## config.mk

```make
export PLATFORM = sky130hd
export DESIGN_NAME = fetch_unit
export DESIGN_NICKNAME = d
export VERILOG_FILES = /design/src/rtl/fetch_unit.sv
export SDC_FILE = /design/constraint.sdc
export NUM_CORES = 1
export LEC_CHECK = 0
export CORE_MARGIN = 8
export CORE_UTILIZATION = 46
export CTS_CLUSTER_DIAMETER = 40
export DETAILED_ROUTE_END_ITERATION = 7
export MAX_ROUTING_LAYER = met4
export PLACE_DENSITY = 0.85
export RECOVER_POWER = 100
export REMOVE_ABC_BUFFERS = 1
export SLEW_MARGIN = 30
export SYNTH_ARGS = -nofsm -noshare
export SYNTH_HDL_FRONTEND = slang
export SYNTH_SLANG_ARGS = --single-unit
```

## constraint.sdc

```tcl
create_clock -name clock -period 9.28 [get_ports clock]
set_clock_uncertainty 0.05 [all_clocks]
set_input_delay 0.928 -clock clock [delete_from_list [all_inputs] [get_ports clock]]
set_output_delay 0.928 -clock clock [all_outputs]
set_load 0.03 [all_outputs]
```

## src/rtl/fetch_unit.sv

```systemverilog
// Instruction-fetch stage: owns the PC, drives the ROM word address and
// registers the returned word into the IF/ID register with a valid bit.
module fetch_unit #(
    parameter int          ADDR_WIDTH = 8,
    parameter logic [31:0] RESET_PC   = 32'h0000_0000
) (
    input  logic        clock,
    input  logic        reset,
    input  logic        stall,
    input  logic        halt,
    input  logic        branch_taken,
    input  logic [31:0] branch_target,
    input  logic        jump,
    input  logic [31:0] jump_target,
    input  logic [31:0] inst_in,
    output logic [31:0] pc_out,
    output logic [31:0] inst_out,
    output logic [31:0] inst_pc,
    output logic [31:0] pc_plus4,
    output logic        inst_valid,
    output logic        halted,
    output logic        fault,
    output logic [31:0] fault_addr,
    output logic [31:0] issue_count,
    output logic [1:0]  dbg_state
);

    typedef enum logic [1:0] {
        ST_WARMUP = 2'd0,
        ST_RUN    = 2'd1,
        ST_HALT   = 2'd2,
        ST_FAULT  = 2'd3
    } state_e;

    state_e      state_q, state_d;
    logic [31:0] pc_q, pc_d;
    logic [31:0] inst_q, inst_d;
    logic [31:0] inst_pc_q, inst_pc_d;
    logic [31:0] plus4_q, plus4_d;
    logic        valid_q, valid_d;
    logic [31:0] fault_addr_q, fault_addr_d;
    logic [31:0] count_q, count_d;

    logic [31:0] seq_pc;
    logic        redirect;
    logic [31:0] redirect_target;

    // A target is legal only if word aligned and inside the ROM word range.
    function automatic logic target_illegal(input logic [31:0] t);
        logic [31:0] hi;
        hi = t >> (ADDR_WIDTH + 2);
        return (t[1:0] != 2'b00) || (hi != 32'd0);
    endfunction

    assign seq_pc          = pc_q + 32'd4;
    assign redirect        = jump || branch_taken;
    assign redirect_target = jump ? jump_target : branch_target;

    // stall is a plain hold, not a handshake: while it is high nothing in
    // this stage moves, and any redirect presented alongside it is dropped.
    always_comb begin
        state_d      = state_q;
        pc_d         = pc_q;
        inst_d       = inst_q;
        inst_pc_d    = inst_pc_q;
        plus4_d      = plus4_q;
        valid_d      = valid_q;
        fault_addr_d = fault_addr_q;
        count_d      = count_q;
        unique case (state_q)
            ST_WARMUP: begin
                state_d = ST_RUN;
            end
            ST_RUN: begin
                if (halt) begin
                    state_d = ST_HALT;
                    valid_d = 1'b0;
                end else if (stall) begin
                    state_d = ST_RUN;
                end else if (redirect) begin
                    // The sequential word fetched this cycle is squashed.
                    valid_d = 1'b0;
                    if (target_illegal(redirect_target)) begin
                        state_d      = ST_FAULT;
                        fault_addr_d = redirect_target;
                    end else begin
                        pc_d = redirect_target;
                    end
                end else begin
                    inst_d    = inst_in;
                    inst_pc_d = pc_q;
                    plus4_d   = seq_pc;
                    valid_d   = 1'b1;
                    count_d   = count_q + 32'd1;
                    if (target_illegal(seq_pc)) begin
                        state_d      = ST_FAULT;
                        fault_addr_d = seq_pc;
                    end else begin
                        pc_d = seq_pc;
                    end
                end
            end
            ST_HALT: begin
                valid_d = 1'b0;
            end
            ST_FAULT: begin
                valid_d = 1'b0;
            end
            default: begin
                state_d = ST_WARMUP;
            end
        endcase
    end

    always_ff @(posedge clock or negedge reset) begin
        if (!reset) begin
            state_q      <= ST_WARMUP;
            pc_q         <= RESET_PC;
            inst_q       <= 32'd0;
            inst_pc_q    <= 32'd0;
            plus4_q      <= 32'd0;
            valid_q      <= 1'b0;
            fault_addr_q <= 32'd0;
            count_q      <= 32'd0;
        end else begin
            state_q      <= state_d;
            pc_q         <= pc_d;
            inst_q       <= inst_d;
            inst_pc_q    <= inst_pc_d;
            plus4_q      <= plus4_d;
            valid_q      <= valid_d;
            fault_addr_q <= fault_addr_d;
            count_q      <= count_d;
        end
    end

    assign pc_out      = pc_q;
    assign inst_out    = inst_q;
    assign inst_pc     = inst_pc_q;
    assign pc_plus4    = plus4_q;
    assign inst_valid  = valid_q;
    assign halted      = (state_q == ST_HALT);
    assign fault       = (state_q == ST_FAULT);
    assign fault_addr  = fault_addr_q;
    assign issue_count = count_q;
    assign dbg_state   = state_q;

endmodule

```

-- Word-level counts from Yosys, hierarchy flattened
Cells that the tools add are included.
- register bits after elaboration: 195
- bits of input ports: 102
- logic and storage cells: 56
- $add $sub $neg: 2
- equal/unequal tests: 9
- multiplexer cells: 17
- bitwise logic cells: 3
- reductions and logical operators: 17
- operators with widths (cell ; count):
    two-way mux 32 bit ; 7
    nonzero test 32 bit ; 2
    adder 32 x 1 -> 32 bit, second input constant ; 1
    adder 32 x 3 -> 32 bit, second input constant ; 1
    two-way mux 2 bit ; 5
    inequality test 5 bit, second input constant ; 2
    AND reduction 5 bit ; 2
    nonzero test 2 bit ; 5
    equality test 2 bit, second input constant ; 2
    inequality test 2 bit, second input constant ; 2
    one-hot mux 2 bit (2 select lines) ; 1
    AND reduction 4 bit ; 1
    logical OR 1 bit ; 3
    two-way mux 1 bit ; 3
    inequality test 3 bit, second input constant ; 1
    NOT 1 bit ; 3
    AND reduction 3 bit ; 1
    equality test 2 x 1 -> 1 bit, second input constant ; 1
    zero test 2 bit ; 1
    inequality test 2 x 1 -> 1 bit, second input constant ; 1
    one-hot mux 1 bit (2 select lines) ; 1
    AND reduction 2 bit ; 1
    OR reduction 2 bit ; 1

-- Longest topological paths before layout
- depth in word-level cells: 8
- gate-level depth with buffers: 12
- mapped depth without buffers: 9

-- Least setup slack after synthesis
Ideal clock, no wire load.
- kind: input to register
- start: input port halt
- end: register count_q[30], in the netlist issue_count[30]
- data arrival time: 3.224 ns
- data required time: 9.097 ns
- slack: 5.873 ns
- stages on the path: 9
- buffers on the path: 1
- path through: or4b_1 > buf_2 > nor3_4 > nand4_1 > or2_1 > nor4_2 > and4_1 > nand4_1 > xnor2_1
- longest elaborated chain between the ends: 2
- RTL lines (element ; line ; source):
    start: declaration ; 10 ; input logic halt,
    NOT 1 bit (no line) ; n/a ;
    AND reduction 4 bit (no line) ; n/a ;
    end signal: assignment ; 133 ; count_q <= count_d;
    end: declaration ; 42 ; logic [31:0] count_q, count_d;
No other way between the ends.
A chain may end at the register's enable or synchronous reset.

==> tab_implementation.tex <==
\begin{tabular}{lr}
\hline
Metric & Value \\
\hline
\multicolumn{2}{l}{\textbf{Worst setup path}} \\
\quad Required time worst endpoint & 8.78 ns \\
\quad Classification of the worst setup path & in2async \\
\quad Reg2Reg Launch Point & pc\_out[2] \\
\quad Cell with the most instances on the worst path & sky130\_fd\_sc\_hd\_\_clkbuf\_1 \\
\quad Slowest cell on the critical path & sky130\_fd\_sc\_hd\_\_clkbuf\_1 \\
\quad Type of element capturing the critical path & asynchronous set/reset pin \\
\quad Critical Path AT & 5.33 ns \\
\quad Critical path cell sequence & clkbuf\_1 -> clkbuf\_1 \\
\quad Buf/Inv on CP & 2 \\
\quad Worst setup startpoint & reset \\
\quad Crit-path max FO & 79 \\
\quad Startpoint type of the worst setup path & input port \\
\quad Kind of cell adding the most delay to the critical path & buffers and inverters \\
\quad Stage delay of the slowest cell on the critical path & 3.07 ns \\
\multicolumn{2}{l}{\textbf{Yosys}} \\
\quad Post-synth cell types & 62 \\
\quad Mean instance size in the synthesized netlist & 10.12 um2 \\
\quad Seq cells post-synth & 193 \\
\quad Library cell with the largest summed area after synthesis & sky130\_fd\_sc\_hd\_\_dfrtp\_1 \\
\quad Sequential share of the synthesized area & 0.5324 \\
\quad Largest cells by area after synthesis & sky130\_fd\_sc\_hd\_\_dfrtp\_1 53\%, sky130\_fd\_sc\_hd\_\_nand2\_1 8.3\%, sky130\_fd\_sc\_hd\_\_mux2\_2 4.8\% \\
\quad Share of synthesized registers carrying an async set or reset & 1.000 \\
\quad Warning count from the yosys run & 0 \\
\quad Cells after Synth & 896 \\
\quad Top-area cell type share of the netlist area & 0.5324 \\
\quad Count of flip-flops with a built-in enable after synthesis & 0 \\
\quad Area of the mapped netlist & 9071 um2 \\
\quad Most common flop cell mapped by yosys & sky130\_fd\_sc\_hd\_\_dfrtp\_1 \\
\multicolumn{2}{l}{\textbf{Route}} \\
\quad Starting DRT DRC Count & 554 \\
\quad Via-per-instance ratio & 5.428 \\
\quad DR WL/cell & 21.25 um \\
\quad Number of search-and-repair iterations in the first detailed-routing pass & 5 \\
\quad Antenna violation net count after detailed routing & 0 \\
\quad Routed wire length & 30690 um \\
\quad Detailed-route via count & 7838 \\
\quad Post-detailed-route DRC marker count & 0 \\
\multicolumn{2}{l}{\textbf{Floorplanning}} \\
\quad DIE WIDTH & 156.4 um \\
\quad Area of the die & 24470 um2 \\
\quad Effective utilization at floorplan & 0.4676 \\
\quad Floorplan core area & 19400 um2 \\
\quad Y dimension of the die & 156.4 um \\
\quad Number of placed I/O pins & 299 \\
\quad Row count & 51 \\
\multicolumn{2}{l}{\textbf{Outcome}} \\
\quad Failing checks & max-capacitance violations, max-slew violations \\
\quad Status & finished, violations left \\
\multicolumn{2}{l}{\textbf{Power}} \\
\quad Total power divided by cell area & 139.4 nW/um2 \\
\quad VDD IR-drop max & 0.1255 mV \\
\quad Leak & 0.006241 uW \\
\multicolumn{2}{l}{\textbf{Cells and area}} \\
\quad Highest-count cells in the layout ignoring fill and taps & 201 x sky130\_fd\_sc\_hd\_\_nand2\_1, 199 x sky130\_fd\_sc\_hd\_\_dlygate4sd3\_1, 193 x sky130\_fd\_sc\_hd\_\_dfrtp\_1, 97 x sky130\_fd\_sc\_hd\_\_clkdlybuf4s50\_1, 54 x sky130\_fd\_sc\_hd\_\_o21ai\_0 \\
\quad Sequential cell area in the final layout & 4830 um2 \\
\quad Commonest non-fill, non-tap cell in the layout & sky130\_fd\_sc\_hd\_\_nand2\_1 \\
\quad Count of fill cells added during filler insertion & 1528 \\
\quad Final std cell area, no fill & 12630 um2 \\
\quad Area of combinational cells with multiple inputs & 3836 um2 \\
\quad Relative area change from synthesis to final layout & 39.21\% \\
\quad Number of nets in the layout & 1270 \\
\quad Antenna diode count & 0 \\
\quad Fraction of final layout cells sized beyond drive strength 1 & 0.07464 \\
\multicolumn{2}{l}{\textbf{GRT}} \\
\quad Number of antenna violations at the first check in global routing & 0 \\
\quad Total track usage & 0.2565 \\
\quad Number of global-route vias before repair & 8015 \\
\quad Largest net degree at the start of global routing & 112 \\
\quad Total gr overflow & 0 \\
\quad Global-route wire length before repair & 46510 um \\
\multicolumn{2}{l}{\textbf{Timing}} \\
\quad RSZ-0062 raised after global routing & false \\
\quad Sum of negative setup slack & 0 ns \\
\quad Clock period minus worst slack & 5.832 ns \\
\quad Number of setup violations in the final report & 0 \\
\quad Portion of the clock cycle consumed by the worst path in the final layout & 0.6285 \\
\quad Worst max-slew margin expressed relative to the limit & -1.850 \\
\quad Number of max-slew violations in the final report & 178 \\
\quad Fmax achieved & 0.1715 GHz \\
\quad Worst Max-Slew Pin Slew & 4.275 ns \\
\quad Final hold violation count & 0 \\
\multicolumn{2}{l}{\textbf{CTS}} \\
\quad Root Buffer Master & sky130\_fd\_sc\_hd\_\_clkbuf\_16 \\
\quad Count of instances resized after the clock tree is built & 0 \\
\quad CTS tree & built \\
\quad Post-CTS setup buffers & 0 \\
\quad Number of buffers between clock root and the deepest sink & 2 \\
\quad Clock-pin slew reported for the worst setup and hold paths after clock tree synthesis & 0.07 ns \\
\quad Clk sinks & 193 \\
\quad Hold Buf Count CTS & 0 \\
\quad Clk\_lat worst skew & 0.44 ns \\
\quad Cts bufs inserted & 17 \\
\quad Maximum level of the CTS H-tree & 4 \\
\multicolumn{2}{l}{\textbf{Min path}} \\
\quad Path type of the worst min-delay path & reg2reg \\
\quad Hold path start & inst\_out[16] \\
\multicolumn{2}{l}{\textbf{Placement}} \\
\quad Gpl congestion & 0.9225 \\
\quad Placed inst area & 12190 um2 \\
\quad Detail Placement HPWL & 23160 um \\
\quad Port Buffers & 298 \\
\multicolumn{2}{l}{\textbf{Flow run}} \\
\quad Maximum capacitance violations & 4 \\
\hline
\end{tabular}
-- synth_stat cells (all sizes together) (19+ instances only) --
cell type  number
nand2         201
dfrtp         193
o21ai          54
mux2           51
nor2           42
clkbuf         35
xnor2          34
and2           30
a21oi          27
nand4          23
nand3          22
xor2           22
buf            19
-- state kept, by name (all words and copies together) (netlist names) --
register,flops
pc_plus4,30
dbg_state,2
inst_valid,1
pc_out,32
inst_out,32
inst_pc,32
fault_addr,32
issue_count,32
-- path summary, 6_finish.rpt --
check	endpoint	slack [ns]	depth (start not counted)
max	issue_count[1]	3.45	2
min reg2reg	inst_out[16]	0.42	2
min	inst_out[16]	0.42	2
max reg2reg	fault_addr[22]	3.61	9
min in group asynchronous	inst_pc[26]	0.91	1
max in group clock	fault_addr[22]	3.61	9
-- report_power, final --
part	internal, uW	switching (uW)	total, uW
registers	857	9.13	866
logic	79.5	103	182
clock network	357	356	713
total	1290	468	1760
-- stage by stage --
stage | total power (uW) | hold WS (ns) | instances | utilization | worst slack (ns)
2_1_floorplan | 954.6 | 0.5824 | 842 | - | 5.029
3_3_place_gp | 1074 | 0.4059 | 1411 | 0.6278 | 4.932
3_5_place_dp | 1077 | 0.4118 | 1411 | 0.6282 | 4.779
4_1_cts | 1786 | 0.4293 | 1443 | 0.6575 | 4.792
5_1_grt | 1822 | 0.4482 | 1444 | 0.6510 | 2.409
6_report | 1761 | 0.4202 | 1444 | 0.6510 | 3.448
-- final cells by class --
| type | count | area share |
|---|---|---|
| inverters | 11 | 0.003270 |
| repair buffers | 305 | 0.2392 |
| well taps | 265 | 0.02626 |
| clock inverters | 15 | 0.01139 |
| multi-input cells | 638 | 0.3038 |
| clock buffers | 17 | 0.03369 |
| flip-flops and latches | 193 | 0.3824 |
-- layer usage --
metal / vias to the layer above / share of wire / wire [um] / track usage
li1: 3664 / - / - / -
met1: 3789 / 0.42 / 12750 / 0.3088
met2: 333 / 0.47 / 14470 / 0.4036
met3: 52 / 0.083 / 2560 / 0.07419
met4: 0 / 0.030 / 911 / 0.09657
met5: - / 0 / 0 / -
-- kinds of logic after synthesis --
kind of cell             synth area share
XOR/XNOR                          0.05407
flip-flops                         0.5324
adder cells (fa/ha/maj)          0.002758
buffers and inverters             0.03310
AO/OA/AOI/OAI                      0.1063
multiplexers                      0.07269
AND/OR/NAND/NOR                    0.1986
(Power assumes the default switching activity.)
